==> config.mk <==
export PLATFORM = sky130hd
export DESIGN_NAME = ysyx_22050854_pc_bp
export DESIGN_NICKNAME = d
export VERILOG_FILES = /design/src/rtl/ysyx_22050854_bp_pkg.sv /design/src/rtl/ysyx_22050854_pc_bp_btb.sv /design/src/rtl/ysyx_22050854_pc_bp.sv
export SDC_FILE = /design/constraint.sdc
export NUM_CORES = 2
export LEC_CHECK = 0
export CORE_ASPECT_RATIO = 2
export CORE_MARGIN = 2
export CORE_UTILIZATION = 50
export DETAILED_ROUTE_END_ITERATION = 10
export DONT_BUFFER_PORTS = 1
export PLACE_DENSITY = 0.67
export RECOVER_POWER = 50
export SYNTH_ARGS = -nofsm -noshare
export SYNTH_HDL_FRONTEND = slang
export SYNTH_SLANG_ARGS = --single-unit
export TNS_END_PERCENT = 5
==> constraint.sdc <==
create_clock -name clock -period 7.05 [get_ports clock]
set_clock_uncertainty 0.1 [all_clocks]
set_input_delay 0.705 -clock clock [delete_from_list [all_inputs] [get_ports clock]]
set_output_delay 0.705 -clock clock [all_outputs]
set_load 0.01 [all_outputs]
==> src/rtl/ysyx_22050854_bp_pkg.sv <==
// Shared types and constants for the fetch-PC branch predictor.
// BTB entry layout, direction-counter init values, redirect causes.
package ysyx_22050854_bp_pkg;

    localparam int BP_XLEN     = 32;
    localparam int BP_ENTRIES  = 16;
    localparam int BP_CTR_BITS = 2;

    typedef struct packed {
        logic                   valid;
        logic [BP_XLEN-1:0]     tag;
        logic [BP_XLEN-1:0]     target;
        logic                   is_jump;
        logic [BP_CTR_BITS-1:0] ctr;
    } btb_entry_t;

    typedef enum logic [1:0] {
        RD_NONE,
        RD_CSR,
        RD_MISPREDICT
    } redirect_e;

    function automatic int ctr_weak_taken(input int bits);
        return 1 << (bits - 1);
    endfunction

    function automatic int ctr_weak_not_taken(input int bits);
        return (1 << (bits - 1)) - 1;
    endfunction

endpackage

==> src/rtl/ysyx_22050854_pc_bp_btb.sv <==
// Direct-mapped BTB with saturating direction counters.
// Lookup is combinational; updates land on the next rising edge.
module ysyx_22050854_btb
    import ysyx_22050854_bp_pkg::*;
#(
    parameter int XLEN     = BP_XLEN,
    parameter int ENTRIES  = BP_ENTRIES,
    parameter int CTR_BITS = BP_CTR_BITS
) (
    input  logic            clock,
    input  logic            reset,
    input  logic [XLEN-1:0] lookup_pc,
    output logic            hit,
    output logic            pred_taken,
    output logic [XLEN-1:0] target,
    input  logic            upd_valid,
    input  logic [XLEN-1:0] upd_pc,
    input  logic            upd_is_jump,
    input  logic            upd_taken,
    input  logic [XLEN-1:0] upd_target
);

    localparam int IDX = $clog2(ENTRIES);

    localparam logic [CTR_BITS-1:0] CTR_MAX = '1;
    localparam logic [CTR_BITS-1:0] CTR_WT  =
        CTR_BITS'(ctr_weak_taken(CTR_BITS));
    localparam logic [CTR_BITS-1:0] CTR_WNT =
        CTR_BITS'(ctr_weak_not_taken(CTR_BITS));

    btb_entry_t mem [ENTRIES];

    logic [IDX-1:0]  l_idx;
    logic [IDX-1:0]  u_idx;
    logic [XLEN-1:0] l_tag;
    logic [XLEN-1:0] u_tag;
    logic            u_hit;
    logic [CTR_BITS-1:0] u_ctr;
    logic            unused_low;

    // Tags are stored zero-extended to full width.
    assign l_idx = lookup_pc[IDX+1:2];
    assign u_idx = upd_pc[IDX+1:2];
    assign l_tag = {{(IDX+2){1'b0}}, lookup_pc[XLEN-1:IDX+2]};
    assign u_tag = {{(IDX+2){1'b0}}, upd_pc[XLEN-1:IDX+2]};

    assign unused_low = ^{lookup_pc[1:0], upd_pc[1:0]};

    assign hit = mem[l_idx].valid && (mem[l_idx].tag == l_tag);
    assign pred_taken = hit &&
        (mem[l_idx].is_jump || mem[l_idx].ctr[CTR_BITS-1]);
    assign target = mem[l_idx].target;

    assign u_hit = mem[u_idx].valid && (mem[u_idx].tag == u_tag);
    assign u_ctr = mem[u_idx].ctr;

    // Allocate on taken miss, train counter on hit, clear all on reset.
    always_ff @(posedge clock) begin
        if (reset) begin
            for (int i = 0; i < ENTRIES; i++) begin
                mem[i] <= '{valid: 1'b0, tag: '0, target: '0,
                            is_jump: 1'b0, ctr: CTR_WNT};
            end
        end else if (upd_valid) begin
            if (upd_taken && !u_hit) begin
                mem[u_idx] <= '{valid: 1'b1, tag: u_tag,
                                target: upd_target,
                                is_jump: upd_is_jump, ctr: CTR_WT};
            end else if (upd_taken) begin
                mem[u_idx].target  <= upd_target;
                mem[u_idx].is_jump <= upd_is_jump;
                mem[u_idx].ctr     <= (u_ctr == CTR_MAX) ?
                                      u_ctr : u_ctr + 1'b1;
            end else if (u_hit) begin
                mem[u_idx].ctr <= (u_ctr == '0) ?
                                  u_ctr : u_ctr - 1'b1;
            end
        end
    end

endmodule

==> src/rtl/ysyx_22050854_pc_bp.sv <==
// Fetch-PC generator: PC register, next-PC mux, mispredict detect.
// Redirects (CSR, mispredict) override stall; CSR wins over mispredict.
module ysyx_22050854_pc_bp
    import ysyx_22050854_bp_pkg::*;
#(
    parameter int              XLEN        = BP_XLEN,
    parameter logic [XLEN-1:0] RESET_PC    = 32'h8000_0000,
    parameter int              BTB_ENTRIES = BP_ENTRIES,
    parameter int              CTR_BITS    = BP_CTR_BITS
) (
    input  logic            clock,
    input  logic            reset,
    input  logic            stall,
    input  logic            csr_redirect,
    input  logic [XLEN-1:0] csr_pc,
    input  logic            res_valid,
    input  logic [XLEN-1:0] res_pc,
    input  logic            res_is_jump,
    input  logic            res_taken,
    input  logic [XLEN-1:0] res_target,
    input  logic            res_pred_taken,
    input  logic [XLEN-1:0] res_pred_target,
    output logic [XLEN-1:0] pc,
    output logic [XLEN-1:0] next_pc,
    output logic            pred_taken,
    output logic [XLEN-1:0] pred_target,
    output logic            flush,
    output logic [31:0]     perf_branches,
    output logic [31:0]     perf_mispredicts
);

    logic            mispredict;
    logic [XLEN-1:0] fix_pc;
    logic            unused_hit;
    redirect_e       cause;

    ysyx_22050854_btb #(
        .XLEN     (XLEN),
        .ENTRIES  (BTB_ENTRIES),
        .CTR_BITS (CTR_BITS)
    ) u_btb (
        .clock       (clock),
        .reset       (reset),
        .lookup_pc   (pc),
        .hit         (unused_hit),
        .pred_taken  (pred_taken),
        .target      (pred_target),
        .upd_valid   (res_valid),
        .upd_pc      (res_pc),
        .upd_is_jump (res_is_jump),
        .upd_taken   (res_taken),
        .upd_target  (res_target)
    );

    assign mispredict = res_valid &&
        ((res_taken != res_pred_taken) ||
         (res_taken && (res_target != res_pred_target)));

    assign fix_pc = res_taken ? res_target : res_pc + XLEN'(4);
    assign flush  = csr_redirect || mispredict;

    // Pick the redirect source; CSR beats a same-cycle mispredict.
    always_comb begin
        cause = RD_NONE;
        if (csr_redirect) begin
            cause = RD_CSR;
        end else if (mispredict) begin
            cause = RD_MISPREDICT;
        end
    end

    // Next-PC mux: reset, redirect, stall, prediction, sequential.
    always_comb begin
        next_pc = pc + XLEN'(4);
        if (reset) begin
            next_pc = RESET_PC;
        end else begin
            case (cause)
                RD_CSR:        next_pc = csr_pc;
                RD_MISPREDICT: next_pc = fix_pc;
                default: begin
                    if (stall) begin
                        next_pc = pc;
                    end else if (pred_taken) begin
                        next_pc = pred_target;
                    end
                end
            endcase
        end
    end

    // Fetch PC register.
    always_ff @(posedge clock) begin
        if (reset) begin
            pc <= RESET_PC;
        end else begin
            pc <= next_pc;
        end
    end

    // Resolved-branch and mispredict event counters.
    always_ff @(posedge clock) begin
        if (reset) begin
            perf_branches    <= '0;
            perf_mispredicts <= '0;
        end else begin
            if (res_valid) begin
                perf_branches <= perf_branches + 32'd1;
            end
            if (mispredict) begin
                perf_mispredicts <= perf_mispredicts + 32'd1;
            end
        end
    end

endmodule

==> qor.yml <==
status: "finished, violations left"
violations: "capacitance limit, slew limit"
ir_worst_vdd_mv: 0.322
rows: 174
p_switching_mw: 3.86
first_global_vias: 38808
critical_path_required_ns: 6.24
worstHoldStart: "csr_pc[14]"
wirelength_um: 208000
postRouteAntennaNets: 0
cts.sinks: 1088
worst_setup_path_start_kind: "flip-flop"
final_util_pct: 54.1
grt.total_usage_pct: 36.2
synthMostInstantiatedCell: "edfxtp_1"
antenna_found_initial: 18
via_per_inst: 6.99
synth_top_area_cell: "edfxtp_1"
ys_top_cells_by_area: "edfxtp_1 52%, mux4_2 14%, and2_1 7.4%"
worstPathArrival_ns: 6.04
die_h_um: 479
ys_seq_area_share_pct: 56.0
core_area_mm2: 0.112
vias: 39053
internal-power_mw: 11.1
netlist.area_leader.share_pct: 52.0
stdcell_count: 5588
power.share.switching_pct: 25.9
hold_viol: 0
timing.slew.headroom_pct: -115
pwr-share-seq_pct: 50.8
power_density_mw_per_mm2: 246
cts_tree: "yes"
cts_resized: 0
cts_buffers: 95
wl_met1_um: 63000
clockPowerShare_pct: 36.6
synth-main-ff-cell: "edfxtp_1"
synth_area_per_cell_um2: 13.3
stdcell_area_mm2: 0.0607
ys_ff_latch: 1088
p_leak_nw: 19.6
initialDrtViolationCount: 4702
syn-num-nets: 4375
r2r_start: "pc[2]"
gp_congestion: 1.00
r2r_slack_ns: 1.44
hold_end: "pc[14]"
ios: 298
drive_gt1_share_pct: 17.2
clock_path_buffers: 3
crit_path_end_kind: "output pin"
dp_hpwl_um: 138000
io_buffers: 0
cp_max_fo: 34
path_class: "flip-flop to output pin"
h-tree-depth: 3
maxSlewViolCount: 397
clk_pin_slew_ns: 0.07
netlist_top_cells_count: "976 x edfxtp_1, 665 x and2_1, 357 x mux4_2"
fin_crit_sh_pct: 97.1
hold_depth: 2
synth_edf_count: 976
tightest_slew_ns: 3.23
initial_utilization_pct: 50.2
area_delta_synth_final_pct: 7.75
min_path_type: "input port to flip-flop"
synthArstFlopShare_pct: 0
drc_errors: 0
cap_violations: 9
finalSetupViolCount: 0
combPwrFrac_pct: 12.6
highest_layer: "met5"
fmax_ghz: 0.146
placed_cells: 5390
num-nets-final: 4139
die_area_mm2: 0.116
dr_wl_met3_um: 23200
synth_warnings: 0
setup_tns_ns: 0
dr.pass1.iters: 8
rsz0062_at_grt: "false"
dieWidth_um: 241
yosysUniqueCellTypes: 81
r2r-end: "pc[15]"
grt_max_degree: 225
rr_worst_depth: 12
period_minus_slack_ns: 6.85
wl_per_cell_um: 37.2
dpl-instance-area_mm2: 0.0576
clockRootBuffer: "clkbuf_16"
grt_overflow: 0
grt_pass1_wl_um: 290000
wl_met2_um: 100000
syn_inst: 4232
clk_latency_ns: 0.72
syn_area_mm2: 0.0563
-- cell families (layout without fill, tap and decap cells) --
family | Yosys count | count (layout) | share of synthesized area, %
AND/OR/NAND/NOR | 1546 | 1546 | 15.7
flip-flops | 1088 | 1088 | 56.0
multiplexers | 510 | 510 | 17.0
buffers and inverters | 502 | 347 | 3.67
AO/OA/AOI/OAI | 423 | 423 | 5.04
XOR/XNOR | 156 | 156 | 2.43
adder cells (fa/ha/maj) | 7 | 7 | 0.156
other | 0 | 15 | 0
-- cell usage in the layout (no fill, tap or decap), drive strengths merged, types with 19 or more instances in the layout --
cell	Yosys	routed
edfxtp	976	976
and2	666	666
mux4	357	357
nor4	314	314
clkbuf	336	162
nand2	158	158
nor2	149	149
mux2i	133	133
o21ai	118	118
dfxtp	112	112
xnor2	85	85
buf	119	82
a21oi	73	73
xor2	71	71
nand3	65	65
nor3	62	62
inv	44	46
clkinv	3	35
and3	33	33
nand4	30	30
a22oi	28	28
o22ai	24	24
a21o	24	24
mux2	20	20
o211ai	19	19
-- registers in the layout (all words and copies together), names as in the netlist --
name	flops
perf_branches	32
u_btb.mem	992
pc	32
perf_mispredicts	32
-- area by class of cell --
cell class,count,area [um^2]
timing repair buffer,122,902
multi-input combinational,2642,23000
inverter,47,180
fill,9267,51400
clock buffer,126,2640
clock inverter,52,528
tap,1496,1870
antenna,15,37.5
sequential,1088,31600
-- critical path, stage by stage, from the launching register on --
cell	delay, ns
dfxtp_4	0.89
mux4_2	0.60
mux2i_1	0.65
xnor2_1	0.20
a221o_1	0.35
or3_1	0.42
a2111oi_4	0.40
nand4_1	0.45
nand2b_1	0.58
nor3_1	0.34
nor2_1	0.20
buf_4	0.19
-- layer usage --
metal,up-vias,global-route usage (%)
li1,15766,-
met1,19606,38.6
met2,2745,58.6
met3,930,10.9
met4,6,30.1
met5,-,0
-- power by group through the flow --
stage | clock network, mW | registers (mW) | logic, mW
after floorplan | 0 | 7.58 | 1.28
after global placement | 0 | 7.68 | 1.82
after detailed placement | 0 | 7.70 | 1.83
after CTS | 5.49 | 7.56 | 1.84
after global routing | 5.71 | 7.59 | 1.92
final | 5.47 | 7.58 | 1.88
-- through the flow --
stage / power, mW / worst slack [ns] / hold slack [ns]
6_report: 14.9 / 0.204 / 0.0353
5_1_grt: 15.2 / 0.105 / 0.0275
4_1_cts: 14.9 / 0.484 / 0.00273
3_5_place_dp: 9.54 / 0.944 / 0.377
3_3_place_gp: 9.51 / 0.609 / 0.365
2_1_floorplan: 8.85 / 1.87 / 0.340
-- worst max path at each step --
stage                        end       from  cells past startpoint  slack, ns
6_report             next_pc[30]      pc[2]                     11       0.20
5_1_grt              next_pc[30]      pc[2]                     11       0.11
4_1_cts              next_pc[30]      pc[2]                     11       0.48
3_5_place_dp   u_btb.mem[12][49]  res_pc[5]                     11       0.94
3_3_place_gp    u_btb.mem[2][38]  res_pc[5]                     11       0.61
2_1_floorplan   u_btb.mem[8][10]  res_pc[2]                     10       1.87
-- repair_timing --
action | in CTS | in global routing
hold buffers | 4 | 0
endpoints found under the setup margin | 0 | 0
endpoints found under the hold margin | 8 | 0
setup buffers | 0 | 0
(Power assumes the default switching activity.)
